File: config.mk
export PLATFORM = sky130hd
export DESIGN_NAME = hop_reset_sequencer
export DESIGN_NICKNAME = d
export VERILOG_FILES = /design/src/rtl/hop_seq_pkg.sv /design/src/rtl/hop_gap_counter.sv /design/src/rtl/hop_reset_sequencer.sv
export SDC_FILE = /design/constraint.sdc
export NUM_CORES = 1
export LEC_CHECK = 0
export CAP_MARGIN = 20
export CORE_UTILIZATION = 25
export DETAILED_ROUTE_END_ITERATION = 10
export GPL_TIMING_DRIVEN = 0
export SLEW_MARGIN = 20
export SYNTH_ARGS = -nofsm -noshare
export SYNTH_HDL_FRONTEND = slang
export SYNTH_SLANG_ARGS = --single-unit
File: constraint.sdc
create_clock -name clock0 -period 2.85 [get_ports clock0]
set_input_delay 0.855 -clock clock0 [delete_from_list [all_inputs] [get_ports clock0]]
set_output_delay 0.855 -clock clock0 [all_outputs]
set_load 0.02 [all_outputs]
File: src/rtl/hop_seq_pkg.sv
// Shared types and constants for the per-hop reset sequencer.
package hop_seq_pkg;

    // Sequencer states: all hops held, releasing upward, all released, asserting downward.
    typedef enum logic [1:0] {
        HOLD    = 2'd0,
        RELEASE = 2'd1,
        RUN     = 2'd2,
        ASSERT  = 2'd3
    } hop_seq_state_t;

    localparam int DEF_NUM_HOPS = 6;
    localparam int DEF_GAP_W    = 4;

    // Widest reset vector the mask helper can describe.
    localparam int MAX_HOPS = 32;

    // Mask with the low n bits set; used to build the "every hop in reset" value.
    function automatic logic [MAX_HOPS-1:0] hop_mask(input int unsigned n);
        logic [MAX_HOPS-1:0] m;
        m = '0;
        for (int i = 0; i < MAX_HOPS; i++) begin
            m[i] = (i < n);
        end
        return m;
    endfunction

endpackage

File: src/rtl/hop_gap_counter.sv
// Load / decrement down-counter that times the gap between successive hops.
// It saturates at zero so a long idle stretch never wraps into a new gap.
module hop_gap_counter #(
    parameter int GAP_W = 4
) (
    input  logic             clock0,
    input  logic             rst0,
    input  logic             load,
    input  logic [GAP_W-1:0] load_val,
    input  logic             dec,
    output logic             zero
);

    logic [GAP_W-1:0] cnt;

    // Load has priority over decrement; decrement stops at zero.
    always_ff @(posedge clock0) begin
        if (rst0) begin
            cnt <= '0;
        end else if (load) begin
            cnt <= load_val;
        end else if (dec && (cnt != '0)) begin
            cnt <= cnt - GAP_W'(1);
        end
    end

    assign zero = (cnt == '0);

endmodule

File: src/rtl/hop_reset_sequencer.sv
// Per-hop reset controller: releases hop resets from hop 0 upward and
// re-asserts them from the last hop downward, spacing hops by gap_q+1 cycles.
// All outputs come straight from flops.
module hop_reset_sequencer
    import hop_seq_pkg::*;
#(
    parameter int NUM_HOPS = DEF_NUM_HOPS,
    parameter int GAP_W    = DEF_GAP_W,
    parameter int IDX_W    = $clog2(NUM_HOPS)
) (
    input  logic                clock0,
    input  logic                rst0,
    input  logic                start,
    input  logic                assert_req,
    input  logic [GAP_W-1:0]    gap,
    output logic [NUM_HOPS-1:0] rst_out,
    output logic                busy,
    output logic                done,
    output logic [IDX_W-1:0]    hop_idx
);

    localparam logic [MAX_HOPS-1:0] MASK_FULL = hop_mask(NUM_HOPS);
    localparam logic [NUM_HOPS-1:0] RST_ALL   = MASK_FULL[NUM_HOPS-1:0];
    localparam logic [IDX_W-1:0]    LAST_HOP  = IDX_W'(NUM_HOPS - 1);

    hop_seq_state_t      state, state_n;
    logic [NUM_HOPS-1:0] rst_out_n;
    logic [IDX_W-1:0]    hop_idx_n;
    logic [GAP_W-1:0]    gap_q, gap_q_n;
    logic                busy_n, done_n;
    logic                cnt_load, cnt_dec, cnt_zero;
    logic [GAP_W-1:0]    cnt_load_val;

    hop_gap_counter #(
        .GAP_W (GAP_W)
    ) u_gap_counter (
        .clock0   (clock0),
        .rst0     (rst0),
        .load     (cnt_load),
        .load_val (cnt_load_val),
        .dec      (cnt_dec),
        .zero     (cnt_zero)
    );

    // State, reset vector, hop pointer, latched gap and status flags.
    always_ff @(posedge clock0) begin
        if (rst0) begin
            state   <= HOLD;
            rst_out <= RST_ALL;
            hop_idx <= '0;
            gap_q   <= '0;
            busy    <= 1'b0;
            done    <= 1'b0;
        end else begin
            state   <= state_n;
            rst_out <= rst_out_n;
            hop_idx <= hop_idx_n;
            gap_q   <= gap_q_n;
            busy    <= busy_n;
            done    <= done_n;
        end
    end

    // Next-state and next-output decode; a hop is touched only when the gap count is zero.
    always_comb begin
        state_n      = state;
        rst_out_n    = rst_out;
        hop_idx_n    = hop_idx;
        gap_q_n      = gap_q;
        cnt_load     = 1'b0;
        cnt_load_val = gap_q;
        cnt_dec      = 1'b0;

        unique case (state)
            HOLD: begin
                rst_out_n = RST_ALL;
                // start beats a simultaneous assert_req; assert_req alone does nothing here.
                if (start) begin
                    gap_q_n      = gap;
                    cnt_load     = 1'b1;
                    cnt_load_val = gap;
                    hop_idx_n    = '0;
                    state_n      = RELEASE;
                end
            end
            RELEASE: begin
                if (assert_req) begin
                    // Abort: slam every hop back into reset, keep hop_idx for inspection.
                    rst_out_n = RST_ALL;
                    state_n   = HOLD;
                end else if (!cnt_zero) begin
                    cnt_dec = 1'b1;
                end else begin
                    rst_out_n[hop_idx] = 1'b0;
                    if (hop_idx == LAST_HOP) begin
                        state_n = RUN;
                    end else begin
                        hop_idx_n = hop_idx + IDX_W'(1);
                        cnt_load  = 1'b1;
                    end
                end
            end
            RUN: begin
                rst_out_n = '0;
                if (assert_req) begin
                    gap_q_n      = gap;
                    cnt_load     = 1'b1;
                    cnt_load_val = gap;
                    hop_idx_n    = LAST_HOP;
                    state_n      = ASSERT;
                end
            end
            ASSERT: begin
                // Runs to completion regardless of start / assert_req.
                if (!cnt_zero) begin
                    cnt_dec = 1'b1;
                end else begin
                    rst_out_n[hop_idx] = 1'b1;
                    if (hop_idx == '0) begin
                        state_n = HOLD;
                    end else begin
                        hop_idx_n = hop_idx - IDX_W'(1);
                        cnt_load  = 1'b1;
                    end
                end
            end
            default: begin
                state_n   = HOLD;
                rst_out_n = RST_ALL;
            end
        endcase

        busy_n = (state_n == RELEASE) || (state_n == ASSERT);
        done_n = (state_n == RUN);
    end

endmodule

==> results.cfg, run 1 <==
[run_status]
outcome = finished, final reports clean

[yosys]
synthesis.nets = 157
ys.flop_type = dfxtp_1
synth_seq_cells = 21
synth_enable_flop_cells = 0
synth.avg_cell_area_um2 = 8.750
ys_seq_area_frac = 0.3268
yosys_warnings = 0
syn_area_um2 = 1286
synthCells = 147
synth.distinct_cells = 54
async_flop_share = 0

[routing]
wirelength_mm = 3.124
drt_iter0_drc = 106
wl_per_cell_um = 13.35
drc_errors = 0
dr_total_vias = 1156
ant_nets = 0
vias_per_cell = 4.940
first_pass_iters = 4

[power_and_ir_drop]
netSwitchingFraction = 0.2964
power.internal_mw = 0.4747
seqPwrFrac = 0.478
power_density_nw_per_um2 = 428.2
p_comb_frac = 0.223
power.switching_mw = 0.1999
pwr-share-clk = 0.299
max-vdd-ir-drop_mv = 0.1896
total_leakage_power_nw = 0.5588

[timing]
rsz0062_at_grt = no
slew_headroom = 0.6286
whs_ns = 0.4908
worst_slew_pin_slew_ns = 0.5559
finClkSkew_ns = 0.005292
slew_viol_final = 0
period_share = 0.7789
finalCriticalPeriod_ns = 2.220
setup-tns-final_ns = 0
timing.fmax_ghz = 0.4505
setup_viol = 0
hold_violations = 0

[critical_path]
worst-path-buf-inv = 1
path_class = reg -> out
crit_path_cell_trace = clkdlybuf4s50_1
worst-r2r-setup-slack_ns = 0.99
cp_top_family = buffers and inverters
cp_slowest_cell = clkdlybuf4s50_1
worstReg2RegEnd = hop_idx[2]
critical_path_arrival_ns = 1.36
r2r-start = state[1]
end_kind = output pin
reg2regPathDepth = 8
cpPeakStageDelay_ns = 0.65
crit_fanout = 6
critical_path_required_ns = 2.00
start_kind = register

[grt]
grt_max_degree = 12
grt_pass1_wl_mm = 5.237
track_usage = 0.1255
grt.overflow.total = 0
grt_pass1_vias = 1060
antenna_found_initial = 0

[placed_design]
dpl_cell_area_um2 = 1530
gp_congestion = 0.8360
io_buffers = 16
dp_hpwl_mm = 2.243

[job]
drv_cap = 0

[floorplan]
die_x_um = 73.73
start_util = 0.2653
design.die.area_um2 = 5436
ios = 19
coreArea_um2 = 4848
die_y_um = 73.73
rows = 25

[clock_tree]
cts-root-buf = clkbuf_8
clk_pin_slew_worst_paths_ns = 0.08
cts_num_sinks = 21
ctsHoldBuffers = 0
cts_repair_resize_count = 0
cts_buffers = 3
cts_setup_buffers = 0
insertion_delay_ns = 0.27
h-tree-depth = 1
cts.path.max_buffers = 2
cts_tree = yes

[finish]
layout_common_cells = dfxtp_1 (21), a21oi_1 (19), clkdlybuf4s50_1 (16)
postLayoutCellArea_um2 = 1575
layout_commonest_cell = dfxtp_1
fin_nets = 178
area_delta_synth_final_pct = 22.47
layout-drive-gt1-share = 0.1437
final_core_util = 0.3249
num_antenna_cells = 0

[min_path]
hold_depth = 2
worstHoldEndpoint = gap_q[2]
hold_path.class = reg -> reg
worstHoldStart = gap_q[2]
## Yosys cell counts, types with 2 or more instances
master	number	share of area
a21o_1	2	0.012
a21oi_1	19	0.074
a221oi_2	2	0.023
a22oi_1	2	0.012
a31oi_1	2	0.0097
buf_2	5	0.019
clkbuf_1	4	0.012
dfxtp_1	21	0.33
inv_1	8	0.023
nand2_1	3	0.0088
nand3_1	2	0.0078
nand3b_1	2	0.012
nand4_1	2	0.0097
nor2_1	5	0.015
nor2b_1	5	0.024
nor3_1	9	0.035
nor3b_2	2	0.019
o21ai_0	3	0.012
o21ai_1	4	0.016
o31ai_1	4	0.023
or3b_1	7	0.048
xor2_1	2	0.014
## sequential cells by signal, indices dropped and copies added, names as in the netlist
register / cells
hop_idx: 3
busy: 1
state: 2
gap_q: 4
rst_out: 6
u_gap_counter.cnt: 4
done: 1
## metrics by stage
| step | instances | worst slack [ns] | power, mW |
|---|---|---|---|
| floorplan | 147 | 0.8842 | 0.4349 |
| global placement | 230 | 0.4023 | 0.4785 |
| detailed placement | 230 | 0.3900 | 0.4793 |
| CTS | 234 | 0.6192 | 0.6841 |
| global route | 234 | 0.5224 | 0.7115 |
| finish | 234 | 0.6302 | 0.6746 |
## cells by family (layout without fill, tap and decap cells)
| family | after synthesis | count (layout) | share of synthesized area |
|---|---|---|---|
| xor gates and xnor gates | 3 | 3 | 0.02043 |
| and+or+nand+nor | 48 | 48 | 0.2665 |
| muxes | 3 | 3 | 0.02723 |
| DFF | 21 | 21 | 0.3268 |
| buffers and inverters | 21 | 41 | 0.07489 |
| adders and majority gates | 2 | 2 | 0.02529 |
| AOI/OAI and AO/OA | 49 | 49 | 0.2588 |
## worst max path at each step
stage	cells past startpoint	start	endpoint	slack [ns]
2_1_floorplan	6	assert_req	hop_idx[2]	0.88
4_1_cts	1	hop_idx[0]	hop_idx[0]	0.62
3_5_place_dp	6	start	hop_idx[2]	0.39
6_report	1	hop_idx[0]	hop_idx[0]	0.63
5_1_grt	6	start	u_gap_counter.cnt[1]	0.52
3_3_place_gp	6	start	hop_idx[2]	0.40
## area by class of cell
class                           count  area (µm²)
Clock buffer                        4       45.04
Sequential cell                    21       420.4
Fill cell                         509        3273
Multi-Input combinational cell    105       769.5
Buffer                             12       62.56
Tap cell                           67       83.83
Timing Repair Buffer               16       160.2
Inverter                            9       33.78
## routing by layer
layer  vias to the layer above  global-route usage  part of all wire
met4                         0             0.03846             0.013
met2                        23              0.1886              0.45
met1                       542              0.1761              0.48
met5                         -                   0                 0
li1                        585                   -                 -
met3                         6             0.03018             0.049
## power by group through the flow
stage | Combinational (mW) | Sequential, mW | Clock (mW)
after floorplan | 0.103 | 0.332 | 0
after global placement | 0.149 | 0.329 | 0
after detailed placement | 0.150 | 0.329 | 0
after CTS | 0.151 | 0.322 | 0.211
after global routing | 0.168 | 0.325 | 0.218
final | 0.151 | 0.322 | 0.202
Power figures use the tool's default switching activity.
==> run 2: changes to the inputs <==
Clock period 2.85 ns to 2 ns, I/O delays scaled along.
==> results.cfg, run 2 (synthesis gave the netlist of run 1 again) <==
[clock_tree]
cts_tree = yes
cts-root-buf = clkbuf_8
cts_buffers = 3
h-tree-depth = 1
cts_num_sinks = 21
clk_pin_slew_worst_paths_ns = 0.08
insertion_delay_ns = 0.27
cts.path.max_buffers = 2
cts_setup_buffers = 0

[critical_path]
cp_slowest_cell = clkdlybuf4s50_1
end_kind = output pin
critical_path_arrival_ns = 1.32
critical_path_required_ns = 1.40
reg2regPathDepth = 8
worst-path-buf-inv = 1
crit_path_cell_trace = clkdlybuf4s50_1
crit_fanout = 4
cpPeakStageDelay_ns = 0.63
path_depth = 1
path_class = reg -> out
cp_top_family = buffers and inverters
start_kind = register

[finish]
largest_register = rst_out
layout-drive-gt1-share = 0.1557
num_antenna_cells = 0
fin_nets = 178
multi_input_area_um2 = 783.3
top_regs = rst_out: 6 flops, gap_q: 4 flops, u_gap_counter.cnt: 4 flops
layout_commonest_cell = dfxtp_1
ff_latch_area_um2 = 420.4
layout_common_cells = dfxtp_1 (21), a21oi_1 (19), clkdlybuf4s50_1 (15)
postLayoutCellArea_um2 = 1592
area_delta_synth_final_pct = 23.74
fillCellCount = 509
largest_register_ffs = 6

[timing]
rsz0062_at_grt = no
timing.fmax_ghz = 0.5209
setup_viol = 0
slew_viol_final = 0
finClkSkew_ns = 0.007328
worst_slew_pin_slew_ns = 0.5827
hold_violations = 0
slew_headroom = 0.6107
period_share = 0.9599
finalCriticalPeriod_ns = 1.920
setup_slack_ns = 0.08021
setup-tns-final_ns = 0

[placed_design]
gp_congestion = 0.8360
io_buffers = 16
dp_hpwl_mm = 2.243
dp_slack_ns = -0.2050
dpl_cell_area_um2 = 1530

[grt]
grt_pass1_wl_mm = 5.237
antenna_found_initial = 0
track_usage = 0.1255
grt.overflow.total = 0
grt_pass1_vias = 1060
grt_max_degree = 12

[floorplan]
die_y_um = 73.73
design.die.area_um2 = 5436
start_util = 0.2653
ios = 19
die_x_um = 73.73
coreArea_um2 = 4848
rows = 25

[min_path]
hold_path.class = reg -> reg
hold_depth = 2

[power_and_ir_drop]
power.switching_mw = 0.2865
total_leakage_power_nw = 0.5742
pwr-share-clk = 0.299
power_density_nw_per_um2 = 605.3
seqPwrFrac = 0.477
max-vdd-ir-drop_mv = 0.2719
netSwitchingFraction = 0.2974
p_comb_frac = 0.225
power.internal_mw = 0.6768

[routing]
dr_total_vias = 1149
ant_nets = 0
drt_iter0_drc = 98
vias_per_cell = 4.910
drc_errors = 0
wl_per_cell_um = 13.38
first_pass_iters = 4
wirelength_mm = 3.132

[job]
drv_cap = 0

[run_status]
outcome = finished, final reports clean
[run 2: changes by cell type in the layout (fill, tap and decap cells not counted)]
cell             before  now
clkdlybuf4s50_1      16   15
fa_1                  1    0
dlymetal6s2s_1        0    1
nor2_2                0    1
nor2_1                5    4
fa_2                  0    1
mux2i_2               1    0
mux2i_4               0    1
[run 2: through the flow]
step / instances / util / hold WS (ns) / total power, mW
finish: 234 / 0.3283 / 0.4904 / 0.9633
global route: 234 / 0.3283 / 0.5079 / 1.015
global placement: 230 / 0.3156 / 0.4747 / 0.6819
detailed placement: 230 / 0.3156 / 0.4848 / 0.6830
floorplan: 147 / - / 0.4548 / 0.6198
CTS: 234 / 0.3249 / 0.4930 / 0.9748
[run 2: worst register-to-register path: stages (launching register included)]
cell	delay, ns
dfxtp_1	0.31
buf_4	0.16
buf_2	0.23
inv_1	0.09
nor2_2	0.16
fa_2	0.26
mux2i_1	0.20
a2bb2oi_1	0.21
o32ai_2	0.09
[run 2: final cells by class]
class	instances	share of cell area
plain buffers	12	0.03931
clock buffers	4	0.02830
inverters	9	0.02123
multi-input cells	105	0.4921
flip-flops and latches	21	0.2642
well taps	67	0.05267
repair buffers	16	0.1022
[run 2: power groups by stage]
| stage | Clock, mW | Combinational, mW | Sequential, mW |
|---|---|---|---|
| after floorplan | 0 | 0.146 | 0.473 |
| after global placement | 0 | 0.213 | 0.469 |
| after detailed placement | 0 | 0.214 | 0.469 |
| after CTS | 0.301 | 0.215 | 0.459 |
| after global routing | 0.311 | 0.241 | 0.463 |
| final | 0.288 | 0.217 | 0.459 |
[run 2: what timing repair did]
item | CTS | global route
hold buffers | 0 | 0
setup endpoints to repair | 0 | 5
gates resized for setup | 0 | 4
[run 2: path summary, 6_finish.rpt]
check / startpoint / to / slack (ns)
max: hop_idx[1] / hop_idx[1] / 0.08
min: gap_q[2] / gap_q[2] / 0.49
max reg2reg: state[1] / hop_idx[2] / 0.17
min reg2reg: gap_q[2] / gap_q[2] / 0.49
[run 2: routing by layer]
layer	track usage	part of all wire	wire [µm]
met5	0	0	0
met1	0.1761	0.50	1551
met2	0.1886	0.45	1411
met4	0.03846	0.011	33
met3	0.03018	0.043	136
==> run 3: changes to the inputs <==
Settings changed: GPL_TIMING_DRIVEN 0 to 1, TNS_END_PERCENT set to 5.
==> results.cfg, run 3 (synthesis gave the netlist of run 1 again) <==
[critical_path]
cp_slowest_cell = clkdlybuf4s50_1
critical_path_required_ns = 1.40
cp_top_family = buffers and inverters
worst-path-buf-inv = 1
crit_fanout = 5
end_kind = output pin
cpPeakStageDelay_ns = 0.64
path_class = reg -> out
crit_path_cell_trace = clkdlybuf4s50_1
start_kind = register
critical_path_arrival_ns = 1.34

[power_and_ir_drop]
power_density_nw_per_um2 = 584.1
max-vdd-ir-drop_mv = 0.3446
power.total_mw = 0.9873
power.internal_mw = 0.6899
pwr-share-clk = 0.295
p_comb_frac = 0.238
power.switching_mw = 0.2974
netSwitchingFraction = 0.3012
total_leakage_power_nw = 0.6571
seqPwrFrac = 0.467

[floorplan]
rows = 25
ios = 19
die_x_um = 73.73
design.die.area_um2 = 5436
die_y_um = 73.73
start_util = 0.2653
coreArea_um2 = 4848

[timing]
finClkSkew_ns = 0.003381
period_share = 0.9724
worst_slew_pin_slew_ns = 0.3695
hold_violations = 0
slew_viol_final = 0
timing.fmax_ghz = 0.5142
finalCriticalPeriod_ns = 1.945
rsz0062_at_grt = no
slew_headroom = 0.7488
setup_viol = 0

[routing]
ant_nets = 0
first_pass_iters = 4
vias_per_cell = 4.865
wl_per_cell_um = 13.14
dr_total_vias = 1187
drt_iter0_drc = 82
wirelength_mm = 3.205
drc_errors = 0

[clock_tree]
cts_setup_buffers = 0
clk_pin_slew_worst_paths_ns = 0.09
cts.path.max_buffers = 2
insertion_delay_ns = 0.26
cts_tree = yes
cts_buffers = 3
ctsHoldBuffers = 0
cts-root-buf = clkbuf_8
h-tree-depth = 1
cts_num_sinks = 21

[finish]
largest_register_ffs = 6
layout.cells.non_filler = 244
final_core_util = 0.3486
num_antenna_cells = 0
area_delta_synth_final_pct = 31.42
top_regs = rst_out: 6 flops, gap_q: 4 flops, u_gap_counter.cnt: 4 flops
postLayoutCellArea_um2 = 1690
layout_common_cells = dfxtp_1 (20), buf_4 (20), a21oi_1 (19)
layout-drive-gt1-share = 0.2203
fin_nets = 188
largest_register = rst_out

[job]
drv_cap = 0

[grt]
antenna_found_initial = 0
grt_max_degree = 13
grt_pass1_vias = 1118
grt_pass1_wl_mm = 5.292
track_usage = 0.1261
grt.overflow.total = 0

[run_status]
outcome = finished, final reports clean

[placed_design]
io_buffers = 18
placedCellCount = 240
gp_congestion = 0.7926
dpl_cell_area_um2 = 1638
dp_hpwl_mm = 2.391

[min_path]
hold_path.class = reg -> reg
-- run 3: changes by cell type in the layout (fill, tap and decap cells not counted), sizes merged --
| cell | delta |
|---|---|
| dlymetal6s2s | +1 |
| clkdlybuf4s50 | +1 |
| clkbuf | -5 |
| clkinv | +1 |
| buf | +12 |
-- run 3: final cells by class --
cell class | instances | area, µm²
clock buffers | 3 | 41.29
clock inverters | 1 | 5.005
fillers | 498 | 3158
inverters | 9 | 33.78
multi-input cells | 105 | 769.5
flip-flops and latches | 21 | 421.7
well taps | 67 | 83.83
repair buffers | 38 | 335.3
-- run 3: routing by layer --
layer  track usage  wire length (µm)  vias up
met2        0.2008              1479       19
met3       0.03155               113        6
met1        0.1651              1558      560
met5             0                 0        -
li1              -                 -      602
met4       0.04274                53        0
-- run 3: power by group through the flow --
stage	clock, mW	sequential [mW]	combinational [mW]
after global placement	0	0.471	0.234
after floorplan	0	0.473	0.146
after detailed placement	0	0.471	0.234
after global routing	0.308	0.464	0.256
final	0.291	0.461	0.235
after CTS	0.297	0.461	0.235
-- run 3: repair_timing --
item,4_1_cts,5_1_grt
setup endpoints to repair,0,6
hold endpoints to repair,0,0
resized for setup,0,3
-- run 3: final timing paths --
check | from | to | slack (ns) | cells past startpoint
worst max-delay path | hop_idx[1] | hop_idx[1] | 0.06 | 1
worst min-delay path | gap_q[2] | gap_q[2] | 0.49 | 2
worst max register to register | state[0] | hop_idx[2] | 0.21 | 6
worst min register to register | gap_q[2] | gap_q[2] | 0.49 | 2
-- run 3: per-stage QoR --
stage	hold WS [ns]	setup WS (ns)	setup TNS (ns)
global placement	0.4810	-0.2143	-1.510
finish	0.4904	0.05528	0
global route	0.5294	0.006190	0
floorplan	0.4548	0.2892	0
CTS	0.4944	0.03607	0
detailed placement	0.4822	-0.2398	-1.591
